==> src/rtl/instruction_sequencer.sv <==
// instruction_sequencer
//
// Multi-cycle fetch/decode/execute controller for the 8-bit DRF core.
// Walks every instruction through FETCH -> LATCH -> DECODE -> EXEC (-> MEM2)
// and raises the control strobes for PC, IR, register bank, ALU, memory bank
// selector and data memory. At most one BUS driver is enabled in any cycle.
//
// Ports
//   clk                  system clock, rising edge
//   rst                  synchronous active-high reset
//   in_IR[15:0]          instruction register: opcode[15:11], rx[10:8],
//                        ry[7:5], imm8[7:0], code address[8:0]
//   in_ALU_flags[3:0]    registered ALU flags {V, N, C, Z}
//   out_IR_load          IR captures code memory output
//   out_PC_inc           PC increments
//   out_PC_load          PC loads out_code_addr
//   out_code_addr[8:0]   jump target
//   out_REG_rx_sel[2:0]  register bank read select rx
//   out_REG_ry_sel[2:0]  register bank read select ry
//   out_REG_write_en     register bank writes BUS into rx
//   out_REG_enable_out   rx drives BUS
//   out_ALU_op[2:0]      ALU operation
//   out_ALU_enable_out   ALU result drives BUS
//   out_IMM_enable_out   imm8 drives BUS
//   out_MBS_wr_enable    bank selector loads out_MBS_data
//   out_MBS_data[1:0]    bank number
//   out_DMEM_addr_load   data memory latches BUS as low address byte
//   out_DMEM_wr_enable   data memory writes BUS
//   out_DMEM_enable_out  data memory drives BUS
//   out_halted           high while halted
//   out_illegal          one-cycle pulse on an undefined opcode in DECODE

module instruction_sequencer (
    input  logic        clk,
    input  logic        rst,
    input  logic [15:0] in_IR,
    input  logic [3:0]  in_ALU_flags,
    output logic        out_IR_load,
    output logic        out_PC_inc,
    output logic        out_PC_load,
    output logic [8:0]  out_code_addr,
    output logic [2:0]  out_REG_rx_sel,
    output logic [2:0]  out_REG_ry_sel,
    output logic        out_REG_write_en,
    output logic        out_REG_enable_out,
    output logic [2:0]  out_ALU_op,
    output logic        out_ALU_enable_out,
    output logic        out_IMM_enable_out,
    output logic        out_MBS_wr_enable,
    output logic [1:0]  out_MBS_data,
    output logic        out_DMEM_addr_load,
    output logic        out_DMEM_wr_enable,
    output logic        out_DMEM_enable_out,
    output logic        out_halted,
    output logic        out_illegal
);

    localparam int unsigned OPC_W = 5;

    localparam logic [OPC_W-1:0] OP_CMP     = 5'b01000;
    localparam logic [OPC_W-1:0] OP_LDI     = 5'b01001;
    localparam logic [OPC_W-1:0] OP_LD      = 5'b01010;
    localparam logic [OPC_W-1:0] OP_ST      = 5'b01011;
    localparam logic [OPC_W-1:0] OP_JMP     = 5'b10000;
    localparam logic [OPC_W-1:0] OP_JZ      = 5'b10001;
    localparam logic [OPC_W-1:0] OP_JNZ     = 5'b10010;
    localparam logic [OPC_W-1:0] OP_JC      = 5'b10011;
    localparam logic [OPC_W-1:0] OP_JN      = 5'b10100;
    localparam logic [OPC_W-1:0] OP_SETBANK = 5'b11000;
    localparam logic [OPC_W-1:0] OP_NOP     = 5'b11110;
    localparam logic [OPC_W-1:0] OP_HALT    = 5'b11111;

    localparam logic [2:0] ALU_SUB = 3'b001;

    typedef enum logic [2:0] {
        S_FETCH  = 3'd0,
        S_LATCH  = 3'd1,
        S_DECODE = 3'd2,
        S_EXEC   = 3'd3,
        S_MEM2   = 3'd4,
        S_HALT   = 3'd5
    } state_t;

    state_t state;
    state_t state_nxt;

    logic [OPC_W-1:0] opcode;
    logic             is_alu;
    logic             is_legal;
    logic             jcc_taken;
    logic             flag_z;
    logic             flag_c;
    logic             flag_n;
    logic             unused_flag_v;

    // Instruction field decode
    assign opcode        = in_IR[15:11];
    assign is_alu        = (opcode[4:3] == 2'b00);
    assign flag_z        = in_ALU_flags[0];
    assign flag_c        = in_ALU_flags[1];
    assign flag_n        = in_ALU_flags[2];
    assign unused_flag_v = in_ALU_flags[3];

    // Defined opcodes; anything else decodes as illegal
    always_comb begin
        is_legal = is_alu;
        case (opcode)
            OP_CMP, OP_LDI, OP_LD, OP_ST,
            OP_JMP, OP_JZ, OP_JNZ, OP_JC, OP_JN,
            OP_SETBANK, OP_NOP, OP_HALT: is_legal = 1'b1;
            default:                     ;
        endcase
    end

    // Branch condition on the flags presented in the current cycle
    always_comb begin
        jcc_taken = 1'b0;
        case (opcode)
            OP_JZ:   jcc_taken = flag_z;
            OP_JNZ:  jcc_taken = ~flag_z;
            OP_JC:   jcc_taken = flag_c;
            OP_JN:   jcc_taken = flag_n;
            default: jcc_taken = 1'b0;
        endcase
    end

    // Data fields follow the IR in every state so they never go X
    assign out_code_addr  = in_IR[8:0];
    assign out_REG_rx_sel = in_IR[10:8];
    assign out_REG_ry_sel = in_IR[7:5];
    assign out_MBS_data   = in_IR[1:0];
    assign out_ALU_op     = (opcode == OP_CMP) ? ALU_SUB : opcode[2:0];

    // State register
    always_ff @(posedge clk) begin
        if (rst) begin
            state <= S_FETCH;
        end else begin
            state <= state_nxt;
        end
    end

    // Next state and strobe decode
    always_comb begin
        state_nxt           = state;
        out_IR_load         = 1'b0;
        out_PC_inc          = 1'b0;
        out_PC_load         = 1'b0;
        out_REG_write_en    = 1'b0;
        out_REG_enable_out  = 1'b0;
        out_ALU_enable_out  = 1'b0;
        out_IMM_enable_out  = 1'b0;
        out_MBS_wr_enable   = 1'b0;
        out_DMEM_addr_load  = 1'b0;
        out_DMEM_wr_enable  = 1'b0;
        out_DMEM_enable_out = 1'b0;
        out_halted          = 1'b0;
        out_illegal         = 1'b0;

        case (state)
            // Code memory registers the word at PC
            S_FETCH: begin
                state_nxt = S_LATCH;
            end

            S_LATCH: begin
                out_IR_load = 1'b1;
                state_nxt   = S_DECODE;
            end

            // PC increments here so a taken jump in EXEC overrides it
            S_DECODE: begin
                out_PC_inc = 1'b1;
                if (opcode == OP_HALT) begin
                    state_nxt = S_HALT;
                end else if (!is_legal) begin
                    out_illegal = 1'b1;
                    state_nxt   = S_FETCH;
                end else if (opcode == OP_NOP) begin
                    state_nxt = S_FETCH;
                end else begin
                    state_nxt = S_EXEC;
                end
            end

            S_EXEC: begin
                state_nxt = S_FETCH;
                if (is_alu) begin
                    out_ALU_enable_out = 1'b1;
                    out_REG_write_en   = 1'b1;
                end else begin
                    case (opcode)
                        OP_CMP: ;  // flags only, result not written back
                        OP_LDI: begin
                            out_IMM_enable_out = 1'b1;
                            out_REG_write_en   = 1'b1;
                        end
                        OP_LD, OP_ST: begin
                            out_IMM_enable_out = 1'b1;
                            out_DMEM_addr_load = 1'b1;
                            state_nxt          = S_MEM2;
                        end
                        OP_JMP:     out_PC_load = 1'b1;
                        OP_JZ, OP_JNZ, OP_JC, OP_JN:
                                    out_PC_load = jcc_taken;
                        OP_SETBANK: out_MBS_wr_enable = 1'b1;
                        default:    ;
                    endcase
                end
            end

            // Data transfer phase of LD/ST, address latched in EXEC
            S_MEM2: begin
                state_nxt = S_FETCH;
                case (opcode)
                    OP_LD: begin
                        out_DMEM_enable_out = 1'b1;
                        out_REG_write_en    = 1'b1;
                    end
                    OP_ST: begin
                        out_REG_enable_out = 1'b1;
                        out_DMEM_wr_enable = 1'b1;
                    end
                    default: ;
                endcase
            end

            // Only rst leaves HALT
            S_HALT: begin
                out_halted = 1'b1;
                state_nxt  = S_HALT;
            end

            default: begin
                state_nxt = S_FETCH;
            end
        endcase
    end

endmodule
==> config.mk <==
export PLATFORM = sky130hd
export DESIGN_NAME = instruction_sequencer
export DESIGN_NICKNAME = d
export VERILOG_FILES = /design/src/rtl/instruction_sequencer.sv
export SDC_FILE = /design/constraint.sdc
export NUM_CORES = 1
export LEC_CHECK = 0
export BUFFER_PORTS_ARGS = -buffer_cell sky130_fd_sc_hd__buf_2
export CAP_MARGIN = 20
export CORE_MARGIN = 5
export CORE_UTILIZATION = 36
export DETAILED_ROUTE_END_ITERATION = 10
export PLACE_DENSITY = 0.79
export SYNTH_ARGS = -nofsm -noshare
export SYNTH_HDL_FRONTEND = slang
export SYNTH_SLANG_ARGS = --single-unit
==> constraint.sdc <==
create_clock -name clk -period 1.7 [get_ports clk]
set_input_delay 0.34 -clock clk [delete_from_list [all_inputs] [get_ports clk]]
set_output_delay 0.34 -clock clk [all_outputs]
set_load 0.02 [all_outputs]
Word-level counts from Yosys, hierarchy flattened --
Index checks and enable logic that the tools add are counted.
Word-level totals: bits of input ports 22, register bits after elaboration 3, memory bits (read-only) 0, memory bits (writable) 0, memories 0, logic and storage cells 61, bits in latches 0
Operators by class: multiply operators 0, divide/modulo/power cells 0, bitwise operators 1, equality and inequality tests 17, muxes and demuxes 36, add/sub/neg operators 0, reductions and logical operators 6, $lt $le $gt $ge 0, shift operators 0
Operator list (count):
- $eq 5x5->1 const B | 8
- $mux 1 | 26
- $eq 5x4->1 const B | 4
- $pmux 3 s5 | 1
- $mux 3 | 4
- $reduce_or 12->1 | 1
- $eq 3x2->1 const B | 2
- $eq 3x3->1 const B | 2
- $mux 2 | 2
- $pmux 1 s2 | 2
- $pmux 1 s4 | 1
- $reduce_or 4->1 | 1
- $eq 3x1->1 const B | 1
- $logic_not 3->1 | 1
- $reduce_or 3->1 | 1
- $logic_not 2->1 | 1
- $reduce_or 2->1 | 1
- $not 1->1 | 1

Depth between registers and ports, before layout --
depth after elaboration 6, gate-level depth with buffers 5, depth with buffers taken out 3

Worst setup path before layout --
OpenSTA, ideal clock, no wires.
path type in2out, from in in_IR[12], to out out_PC_load, stages 4, path slack -0.518 ns, arrival 1.878 ns, cell sequence buf_2 -> nor2_1 -> o21ai_0 -> a2111oi_0
Between the ends: word-level cells in the longest chain between the ends 5, elaborated cells between the ends (all ways) 10, classes of those cells eq/ne (5); mux (4); reduce/logical (1)
RTL lines:
- start: declaration | line 36 | input logic [15:0] in_IR,
- $eq 5x5->1 | line 118, 192
- $pmux 1 s4 or $reduce_or 4->1 (tied branches) | line 118, 192
- $pmux 1 s2 (*) | line 192 | case (opcode)
- $mux 1 (*) | line 188 | if (is_alu) begin
- $mux 1 (*) | line 160 | case (state)
- end: declaration | line 40 | output logic out_PC_load,
Mark *: on every way between the ends. The rest lies on a longest branch, timed or not.

Final worst setup path --
from reg state[2], to out out_REG_write_en
Between the ends: word-level cells in the longest chain between the ends 2, elaborated cells between the ends (all ways) 3, classes of those cells eq/ne (2); mux (1)
RTL lines:
- start: declaration | line 84 | state_t state;
- start signal: assignment | line 139 | state <= state_nxt;
- $eq 3x3->1 or $eq 3x2->1 (tied branches) | line 160
- $pmux 1 s2 (*) | line 160
- end: declaration | line 44 | output logic out_REG_write_en,
Marked as above.

==> metrics.yaml <==
pwr:
  p_sw_w: 0.0001741
  power_w: 0.0004215
  p_int_w: 0.0002474
  swShare: 0.4131
  clkPwrFrac: 0.321
  power_density_mw_per_mm2: 618.1
  p_leak_nw: 0.3236
  peakVddDrop_v: 0.0002734
  p_comb_frac: 0.418
  pwr-share-seq: 0.262
grt:
  overflow: 0
  grt_pass1_vias: 585
  track_usage: 0.1205
  grt_pass1_wl_um: 2421
  antenna_found_initial: 0
  grt_max_degree: 11
critical_path:
  worstPathCellList: "nand3b_1 > a21o_1 > a21oi_2 > buf_4"
  max_stage_delay_ns: 0.34
  crit_fanout: 6
  crit_buf_inv: 1
  critPathSlowestCell: "dfxtp_2"
  end_kind: "output pin"
  cp-startpoint: "state[2]"
  critical_path_required_ns: 1.36
  cp.arrival_ns: 1.35
  cp_top_family: "flip-flops"
  startpoint_type: "flip-flop"
  criticalPathCategory: "flip-flop to output pin"
  r2r_start: "state[0]"
clock_tree:
  cts_sinks: 3
  cts_max_path_buffers: 2
  cts_buffers: 3
  clock-root-buffer: "clkbuf_4"
  cts_setup_buffers: 0
  cts_tree: "done"
  htreeDepth: 1
  clock_latency_ns: 0.25
  path_clk_slew_ns: 0.05
synth:
  yosysSeqAreaShare: 0.1037
  syn_inst: 82
  avgSynthCellArea_um2: 7.065
  synth_top_cells_by_area: "buf_4 23%, dfxtp_1 10%, a2111oi_4 4.8%"
  yosysWarningCount: 0
  synth_area_leader_cell: "buf_4"
  synth_ff_type: "dfxtp_1"
  yosysUniqueCellTypes: 29
  syn-num-nets: 104
  ys_seq_elements: 3
  ys_async_sr_fraction: 0
  synth_edf_count: 0
  synth_top_area_frac: 0.2333
  netlist_area_um2: 579.3
sta:
  fin_skew_ns: 0.01334
  setup_slack_ns: 0.01278
  post-route-period-util: 0.9925
  hold_slack_ns: 0.3629
  hold_viol_final: 0
  period_needed_ns: 1.687
  slew_headroom: 0.7829
  worstMarginPinSlew_ns: 0.3246
  drv_slew: 0
  rsz0062_at_grt: "true"
  setup_viol: 0
  fmax_mhz: 592.7
floorplan:
  die_w_um: 50.12
  fp-row-count: 14
  core_area_mm2: 0.001524
  io_pins: 55
  start_util: 0.3801
  die_h_um: 50.12
  die_area_mm2: 0.002512
placed_design:
  io_buffer_count: 25
  placed_area_um2: 615.6
  dp_hpwl_um: 1133
  place_congestion: 0.7131
  dpl_worst_slack_ns: -0.008514
final_layout:
  largest_register: "state"
  reg_top3: "state: 3 flops"
  nNetsFinal: 116
  synthToLayoutAreaGrowth_pct: 17.71
  largest_reg_flops: 3
  final_util: 0.4475
  final_area_um2: 681.9
  drive_above_1_share: 0.5376
  n_antenna_cell: 0
route:
  first_pass_iters: 4
  antenna_left: 0
  viasPerCell: 5.587
  vias: 609
  routed_wl_um: 1475
  drc_errors: 0
  wl_per_cell_um: 13.53
  drtIter0Drc: 27
run:
  drv_cap: 0
run_status:
  status: "complete, no violations"
min_path:
  hold_start: "rst"
  hold_path_class: "input pin to flip-flop"
==> through the flow <==
stage          TNS (ns)  std cells
2_1_floorplan  -0.03308         82
3_3_place_gp          0        105
3_5_place_dp   -0.01491        105
4_1_cts               0        109
5_1_grt         -0.1614        109
6_report              0        109
==> placed cells by master (no fill, tap or decap) <==
cell       netlist  routed
buf_2            4      22
buf_4           18      12
nor2_1           7       6
nand2_1          5       5
inv_1            4       4
nor3_1           4       4
nand3_1          5       4
o21ai_0          4       4
clkbuf_4         0       3
and3_1           2       2
nand3b_1         2       2
nand4b_1         2       2
o32ai_1          2       2
dfxtp_2          0       2
nor3b_4          0       1
nor3b_2          0       1
nand3_2          0       1
or3b_1           1       1
a21o_1           1       1
a21oi_2          0       1
and4_1           1       1
a211oi_2         0       1
nor2_2           0       1
nor2b_1          1       1
mux2_2           1       1
a2111oi_2        0       1
xor2_1           1       1
nand4_1          1       1
or3b_4           1       1
a2111oi_4        1       1
o21ba_1          1       1
clkbuf_1         3       1
dfxtp_4          0       1
==> power groups by stage <==
stage | combinational, W | sequential [W] | clock (W)
after global routing | 0.000193 | 0.000113 | 0.000148
final | 0.000176 | 0.000110 | 0.000135
after CTS | 0.000170 | 0.000107 | 0.000139
after global placement | 0.000162 | 0.000102 | 0
after detailed placement | 0.000168 | 0.000103 | 0
after floorplan | 0.000194 | 0.0000902 | 0
==> per-layer routing <==
layer  vias up  GRT usage  routed length (um)
li1        287          -                   -
met1       261     0.1365                 559
met2        46     0.1904                 679
met3        15    0.03313                 179
met4         0    0.08734                  57
met5         -          0                   0
==> synth_stat cells (all sizes together), types with 3 or more instances <==
library cell and count:
nor2 7, dfxtp 3, inv 4, nand3 5
o21ai 4, clkbuf 3, nor3 4, buf 24
nand2 5
==> cells by family (layout without fill, tap and decap cells) <==
| logic type | after synthesis | in the layout | synth area share |
|---|---|---|---|
| compound gates | 12 | 12 | 0.1793 |
| xor+xnor | 1 | 1 | 0.01512 |
| buf+inv | 31 | 42 | 0.3520 |
| flops | 3 | 3 | 0.1037 |
| mux | 1 | 1 | 0.01944 |
| simple gates | 34 | 34 | 0.3305 |
==> what timing repair did <==
item / 4_1_cts / 5_1_grt
gates cloned: 0 / 0
hold buffers: 0 / 0
endpoints found under the setup margin: 6 / 7
pin swaps: 1 / 4
endpoints found under the hold margin: 0 / 0
resized for setup: 6 / 6
==> path summary, 6_finish.rpt <==
kind | to | depth (start not counted) | slack [ns]
setup / recovery | out_REG_write_en | 4 | 0.01
hold / removal | state[1] | 2 | 0.36
setup reg to reg | state[2] | 3 | 0.41
hold reg to reg | state[1] | 2 | 0.53
==> final cells by class <==
cell class | instances | area [um2]
well taps | 16 | 20.02
multi-input cells | 48 | 354.1
flip-flops and latches | 3 | 66.31
clock buffers | 4 | 26.28
repair buffers | 34 | 200.2
fillers | 155 | 842.1
inverters | 4 | 15.01
No activity file was read; power rests on OpenSTA's default activity.
